$ cat src/rtl/ram_arbiter.sv
// Round-robin arbiter between instruction fetch (I) and load/store (D) in front of a
// single-port burst ram; each request becomes one single-beat ram transaction.
module ram_arbiter #(
    parameter int AWIDTH  = 32,
    parameter int DWIDTH  = 32,
    parameter int LWIDTH  = 8,
    parameter int TIMEOUT = 255
) (
    input  logic              clk,
    input  logic              rst,
    input  logic              i_req,
    input  logic [AWIDTH-1:0] i_addr,
    output logic              i_accept,
    output logic              i_rvalid,
    output logic [DWIDTH-1:0] i_rdata,
    output logic              i_err,
    input  logic              d_req,
    input  logic              d_we,
    input  logic [AWIDTH-1:0] d_addr,
    input  logic [DWIDTH-1:0] d_wdata,
    output logic              d_accept,
    output logic              d_done,
    output logic [DWIDTH-1:0] d_rdata,
    output logic              d_err,
    output logic [AWIDTH-1:0] awaddr,
    output logic [LWIDTH-1:0] awlen,
    output logic              awvalid,
    input  logic              awready,
    output logic [DWIDTH-1:0] wdata,
    output logic              wready,
    input  logic              wvalid,
    input  logic              wlast,
    output logic [AWIDTH-1:0] araddr,
    output logic [LWIDTH-1:0] arlen,
    output logic              arvalid,
    input  logic              arready,
    input  logic [DWIDTH-1:0] rdata,
    input  logic              rvalid,
    input  logic              rlast,
    output logic              rready
);

    localparam logic [1:0] S_IDLE  = 2'd0;
    localparam logic [1:0] S_ADDR  = 2'd1;
    localparam logic [1:0] S_WDATA = 2'd2;
    localparam logic [1:0] S_RDATA = 2'd3;

    localparam int CW = (TIMEOUT < 1) ? 1 : $clog2(TIMEOUT + 1);
    localparam logic [CW-1:0] CNT_LAST = CW'((TIMEOUT > 0) ? TIMEOUT - 1 : 0);
    localparam bit WD_EN = (TIMEOUT > 0);

    logic [1:0]        state_q, state_d;
    logic [CW-1:0]     cnt_q, cnt_d;
    logic              last_d_q, last_d_d;
    logic              owner_d_q, owner_d_d;
    logic              we_q, we_d;
    logic              i_accept_q, i_accept_d, i_rvalid_q, i_rvalid_d, i_err_q, i_err_d;
    logic              d_accept_q, d_accept_d, d_done_q, d_done_d, d_err_q, d_err_d;
    logic [DWIDTH-1:0] i_rdata_q, i_rdata_d, d_rdata_q, d_rdata_d, wdata_q, wdata_d;
    logic [AWIDTH-1:0] awaddr_q, awaddr_d, araddr_q, araddr_d;
    logic [LWIDTH-1:0] len_q, len_d;
    logic              awvalid_q, awvalid_d, arvalid_q, arvalid_d;
    logic              wready_q, wready_d, rready_q, rready_d;
    logic              grant_i_s, grant_d_s, timeout_s, abort_s;

    // rvalid and wvalid carry no information here: rlast/wlast alone end a beat.
    logic unused_ok;
    assign unused_ok = wvalid ^ rvalid;

    assign timeout_s = WD_EN && (cnt_q == CNT_LAST);

    // Next-state, grant, watchdog and output computation.
    always_comb begin
        state_d    = state_q;
        cnt_d      = cnt_q;
        last_d_d   = last_d_q;
        owner_d_d  = owner_d_q;
        we_d       = we_q;
        i_accept_d = 1'b0;
        i_rvalid_d = 1'b0;
        i_err_d    = 1'b0;
        d_accept_d = 1'b0;
        d_done_d   = 1'b0;
        d_err_d    = 1'b0;
        i_rdata_d  = i_rdata_q;
        d_rdata_d  = d_rdata_q;
        wdata_d    = wdata_q;
        awaddr_d   = awaddr_q;
        araddr_d   = araddr_q;
        len_d      = LWIDTH'(1);
        awvalid_d  = awvalid_q;
        arvalid_d  = arvalid_q;
        wready_d   = wready_q;
        rready_d   = rready_q;
        grant_i_s  = 1'b0;
        grant_d_s  = 1'b0;
        abort_s    = 1'b0;
        case (state_q)
            S_IDLE: begin
                cnt_d     = '0;
                grant_i_s = i_req && (!d_req || last_d_q);
                grant_d_s = d_req && !grant_i_s;
                if (grant_i_s) begin
                    i_accept_d = 1'b1;
                    last_d_d   = 1'b0;
                    owner_d_d  = 1'b0;
                    we_d       = 1'b0;
                    araddr_d   = i_addr;
                    arvalid_d  = 1'b1;
                    state_d    = S_ADDR;
                end else if (grant_d_s) begin
                    d_accept_d = 1'b1;
                    last_d_d   = 1'b1;
                    owner_d_d  = 1'b1;
                    we_d       = d_we;
                    state_d    = S_ADDR;
                    if (d_we) begin
                        awaddr_d  = d_addr;
                        wdata_d   = d_wdata;
                        awvalid_d = 1'b1;
                    end else begin
                        araddr_d  = d_addr;
                        arvalid_d = 1'b1;
                    end
                end else begin
                    state_d = S_IDLE;
                end
            end
            S_ADDR: begin
                cnt_d = cnt_q + CW'(1);
                if ((awvalid_q && awready) || (arvalid_q && arready)) begin
                    awvalid_d = 1'b0;
                    arvalid_d = 1'b0;
                    wready_d  = we_q;
                    rready_d  = !we_q;
                    state_d   = we_q ? S_WDATA : S_RDATA;
                end else if (timeout_s) begin
                    abort_s = 1'b1;
                end else begin
                    state_d = S_ADDR;
                end
            end
            S_WDATA: begin
                cnt_d = cnt_q + CW'(1);
                if (wlast) begin
                    wready_d = 1'b0;
                    d_done_d = 1'b1;
                    state_d  = S_IDLE;
                end else if (timeout_s) begin
                    abort_s = 1'b1;
                end else begin
                    state_d = S_WDATA;
                end
            end
            S_RDATA: begin
                cnt_d = cnt_q + CW'(1);
                if (rlast) begin
                    rready_d = 1'b0;
                    state_d  = S_IDLE;
                    if (owner_d_q) begin
                        d_rdata_d = rdata;
                        d_done_d  = 1'b1;
                    end else begin
                        i_rdata_d  = rdata;
                        i_rvalid_d = 1'b1;
                    end
                end else if (timeout_s) begin
                    abort_s = 1'b1;
                end else begin
                    state_d = S_RDATA;
                end
            end
            default: begin
                state_d = S_IDLE;
            end
        endcase
        // A stalled transaction is dropped silently on the ram side and reported to its owner.
        if (abort_s) begin
            awvalid_d = 1'b0;
            arvalid_d = 1'b0;
            wready_d  = 1'b0;
            rready_d  = 1'b0;
            i_err_d   = !owner_d_q;
            d_err_d   = owner_d_q;
            state_d   = S_IDLE;
        end else begin
            state_d = state_d;
        end
    end

    // State and output registers; last grant resets to D so I wins the first contention.
    always_ff @(posedge clk) begin
        if (rst) begin
            state_q    <= S_IDLE;
            cnt_q      <= '0;
            last_d_q   <= 1'b1;
            owner_d_q  <= 1'b0;
            we_q       <= 1'b0;
            i_accept_q <= 1'b0;
            i_rvalid_q <= 1'b0;
            i_err_q    <= 1'b0;
            d_accept_q <= 1'b0;
            d_done_q   <= 1'b0;
            d_err_q    <= 1'b0;
            i_rdata_q  <= '0;
            d_rdata_q  <= '0;
            wdata_q    <= '0;
            awaddr_q   <= '0;
            araddr_q   <= '0;
            len_q      <= '0;
            awvalid_q  <= 1'b0;
            arvalid_q  <= 1'b0;
            wready_q   <= 1'b0;
            rready_q   <= 1'b0;
        end else begin
            state_q    <= state_d;
            cnt_q      <= cnt_d;
            last_d_q   <= last_d_d;
            owner_d_q  <= owner_d_d;
            we_q       <= we_d;
            i_accept_q <= i_accept_d;
            i_rvalid_q <= i_rvalid_d;
            i_err_q    <= i_err_d;
            d_accept_q <= d_accept_d;
            d_done_q   <= d_done_d;
            d_err_q    <= d_err_d;
            i_rdata_q  <= i_rdata_d;
            d_rdata_q  <= d_rdata_d;
            wdata_q    <= wdata_d;
            awaddr_q   <= awaddr_d;
            araddr_q   <= araddr_d;
            len_q      <= len_d;
            awvalid_q  <= awvalid_d;
            arvalid_q  <= arvalid_d;
            wready_q   <= wready_d;
            rready_q   <= rready_d;
        end
    end

    assign i_accept = i_accept_q;
    assign i_rvalid = i_rvalid_q;
    assign i_rdata  = i_rdata_q;
    assign i_err    = i_err_q;
    assign d_accept = d_accept_q;
    assign d_done   = d_done_q;
    assign d_rdata  = d_rdata_q;
    assign d_err    = d_err_q;
    assign awaddr   = awaddr_q;
    assign awlen    = len_q;
    assign awvalid  = awvalid_q;
    assign wdata    = wdata_q;
    assign wready   = wready_q;
    assign araddr   = araddr_q;
    assign arlen    = len_q;
    assign arvalid  = arvalid_q;
    assign rready   = rready_q;

endmodule

$ cat config.mk
export PLATFORM = sky130hd
export DESIGN_NAME = ram_arbiter
export DESIGN_NICKNAME = d
export VERILOG_FILES = /design/src/rtl/ram_arbiter.sv
export SDC_FILE = /design/constraint.sdc
export NUM_CORES = 1
export LEC_CHECK = 0
export ABC_AREA = 1
export CORE_MARGIN = 10
export CORE_UTILIZATION = 40
export DETAILED_ROUTE_END_ITERATION = 16
export PLACE_DENSITY = 0.87
export SLEW_MARGIN = 10
export SYNTH_ARGS = -nofsm -noshare
export SYNTH_HDL_FRONTEND = slang
export SYNTH_SLANG_ARGS = --single-unit
export TNS_END_PERCENT = 100
$ cat constraint.sdc
create_clock -name clk -period 1.5 [get_ports clk]
set_clock_uncertainty 0.1 [all_clocks]
set_input_delay 0.3 -clock clk [delete_from_list [all_inputs] [get_ports clk]]
set_output_delay 0.3 -clock clk [all_outputs]
set_load 0.02 [all_outputs]
==> impl_results.md <==
- Buf/Inv on CP: 1
- PwrDens: 1090 nW/um^2
- Worst Path Arrival: 1060 ps
- Slowest cell on the critical path: dfxtp_1
- Share of layout cells above drive strength 1: 0.189
- Crit-path leading delay family: flip-flops
- Crit path launch type: register
- Clock Path Buffers: 2
- DIE AREA: 23800 sq um
- Min Hold Slack: 143 ps
- Die height: 154 um
- Starting density of the core: 0.405
- Mux cell area share after synthesis: 0
- Peak VDD IR: 763 uV
- Setup_tns: 0 ps
- All-Layer GR Usage: 0.206
- Std-Cell Rows: 49
- Post-route insts no fill: 1558
- Drt wl/cell: 16.8 um
- FMAX: 0.685 GHz
- Largest stage delay on the critical path: 330 ps
- Actual slew at the worst max-slew pin: 648 ps
- Vias per Instance: 4.82
- Register area share after synthesis: 0.510
- Ports: 325
- Register area: 3690 sq um
- Filler Cells Inserted: 1531
- Main combinational cell family by area after synthesis: simple AND/OR/NAND/NOR gates
- Syn_area_per_cell: 7.16 sq um
- Synth top area share: 0.510
- RSZ-0062 raised after global routing: true
- Vias in the first global route: 7497
- Relative slew slack: 0.568
- Later-pin clock latency in the skew report: 410 ps
- TritonRoute pass-1 iters: 4
- HP Class: input port to register
- Final Max Tran Viols: 0
- Area growth syn-to-layout: 52.3%
- Antenna violations before repair: 0
- Max Fanout on Critical Path: 2
- PortBufs: 308
- Clock slew at reported path FFs: 70 ps
- Post-Synth Adder-Cell Area: 0.00346
- Setup violators final: 0
- Top-count cell post-synth: nand2_1
- PnR worst setup slack: 40.2 ps
- Layout Nets: 1458
- Clock sinks: 184
- Post-Syn Area: 7220 sq um
- Largest area contributor in the netlist: dfxtp_1
- Diodes inserted: 0
- Routability congestion estimate: 0.863
- Multi-input combinational cell area: 2890 sq um
- Number of routed nets with antenna violations: 0
- Synth Flop Type: dfxtp_1
- H-tree depth: 4
- Pre-CTS setup slack: -439 ps
- Tmin final: 1460 ps
- Max-cap violations: 0
- FF+latch count, synth: 184
- Post-DP HPWL: 19.1 mm
- Flop2flop setup slack: 100 ps
- Fin util: 0.617
- Crit share post-route: 0.973
- DRC Markers: 0
- Initial DRC count: 287
- Worst EP required: 1100 ps
- Ys Warns: 0
- Via count: 7505
- Largest net degree at the start of global routing: 67
- XOR/XNOR Fraction of Synth Area: 0
- Core area: 17800 sq um
- Synth Area in Simple Gates: 0.262
- Critical-path cell list: clkdlybuf4s15_1
- Placed Cells: 1524
- Count of different cell masters after synthesis: 25
- GRT overflow: 0
- Async SR Flop Fraction: 0
- CTS tree: built
- Critical path class: register to output port
- Post-CTS setup buffers: 0
- Synthesized instance count: 1009
- Worst setup EP type: output port
- CTS buffer count: 17
- Die width: 154 um
- Post-synthesis compound-gate area fraction: 0.122
- Run status: completed
- Routed WL: 26.1 mm
- P_leak: 4.96 nW
- Area contributors post-synth: dfxtp_1 (51%), nand2_1 (13%), nor2_1 (11%), o21ai_0 (6.0%), a21oi_1 (5.0%)
- Top post-synthesis cells by count: nand2_1 (257), nor2_1 (212), dfxtp_1 (184), o21ai_0 (86), inv_1 (81)
- Fin. Hold Viols: 0
- First-pass GRT wire length: 39.8 mm
- Cell chosen for the clock root: clkbuf_16
- Number of synthesized flops with an enable pin: 0
-- layout by cell type (no fill, tap or decap), types with 2 or more instances in the layout --
cell	synthesis	final
a21oi_1	72	71
buf_12	0	9
buf_2	26	14
buf_4	17	25
buf_6	6	3
bufinv_16	0	4
clkbuf_16	0	20
clkbuf_2	0	80
clkdlybuf4s15_1	0	12
clkdlybuf4s15_2	0	65
clkdlybuf4s18_2	0	2
clkdlybuf4s50_1	0	133
conb_1	1	14
dfxtp_1	184	181
dfxtp_2	0	3
dlymetal6s2s_1	0	2
ha_1	2	2
inv_1	81	81
inv_2	6	5
inv_6	0	4
inv_8	0	2
nand2_1	257	255
nand2_2	0	2
nand3_1	6	6
nand4_1	3	3
nor2_1	212	212
nor2_4	3	3
nor3_1	2	2
o21ai_0	86	86
o21ai_1	14	13
-- state kept, by name, indices dropped and copies added, names as in the netlist, 2 cells and up --
| signal | count |
|---|---|
| state_q | 2 |
| cnt_q | 8 |
| araddr | 32 |
| i_rdata | 32 |
| d_rdata | 32 |
| wdata | 32 |
| awaddr | 32 |
-- per-stage QoR --
stage	power [mW]	area [sq um]
final	12.0	11000
after global routing	12.5	11000
after floorplan	6.34	7270
after CTS	12.1	11300
after detailed placement	7.36	10600
after global placement	7.32	10600
-- logic make-up (layout without fill, tap and decap cells) --
group	count (synthesis)	after routing
buf+inv	159	466
flops	184	184
simple gates	488	488
fa+ha+maj	2	2
compound gates	175	175
other cells	1	14
-- metal layers --
metal / vias up / track usage / part of all wire
met5: - / 0 / 0
li1: 3708 / - / -
met2: 320 / 0.344 / 0.48
met4: 0 / 0.0747 / 0.023
met3: 36 / 0.0943 / 0.11
met1: 3441 / 0.226 / 0.39
-- worst paths after layout --
check | from | to | depth (start not counted)
worst max-delay path | awaddr[22]$_SDFFE_PP0P_ | awaddr[22] | 1
worst min-delay path | rst | last_d_q$_SDFFE_PP1P_ | 3
worst max register to register | state_q[1]$_SDFFE_PP0P_ | wdata[14]$_SDFFE_PP0P_ | 6
worst min register to register | awaddr[7]$_SDFFE_PP0P_ | awaddr[7]$_SDFFE_PP0P_ | 2
-- where the power goes --
group | internal, mW | total (mW) | switching (mW)
logic | 0.841 | 1.93 | 1.09
registers | 5.10 | 5.23 | 0.126
clock network | 2.86 | 4.83 | 1.97
-- worst reg2reg max path, cell delays in order (launching register included) --
cell and delay [ps]:
dfxtp_2 350, nor2_4 190, nand3_4 170, inv_8 140, buf_6 170, nand2_1 70
a21oi_1 140
-- cell type report --
class | count | share of cell area
Inverter | 87 | 0.0304
Tap cell | 229 | 0.0260
Multi-Input combinational cell | 679 | 0.262
Timing Repair Buffer | 348 | 0.289
Clock inverter | 12 | 0.0171
Clock buffer | 19 | 0.0403
Sequential cell | 184 | 0.335
-- what timing repair did --
item,4_1_cts,5_1_grt
endpoints found under the setup margin,173,208
resized for setup,425,114
gates cloned,0,3
endpoints found under the hold margin,0,0
pin swaps,0,1
hold buffers,0,0
(Power assumes the default switching activity.)
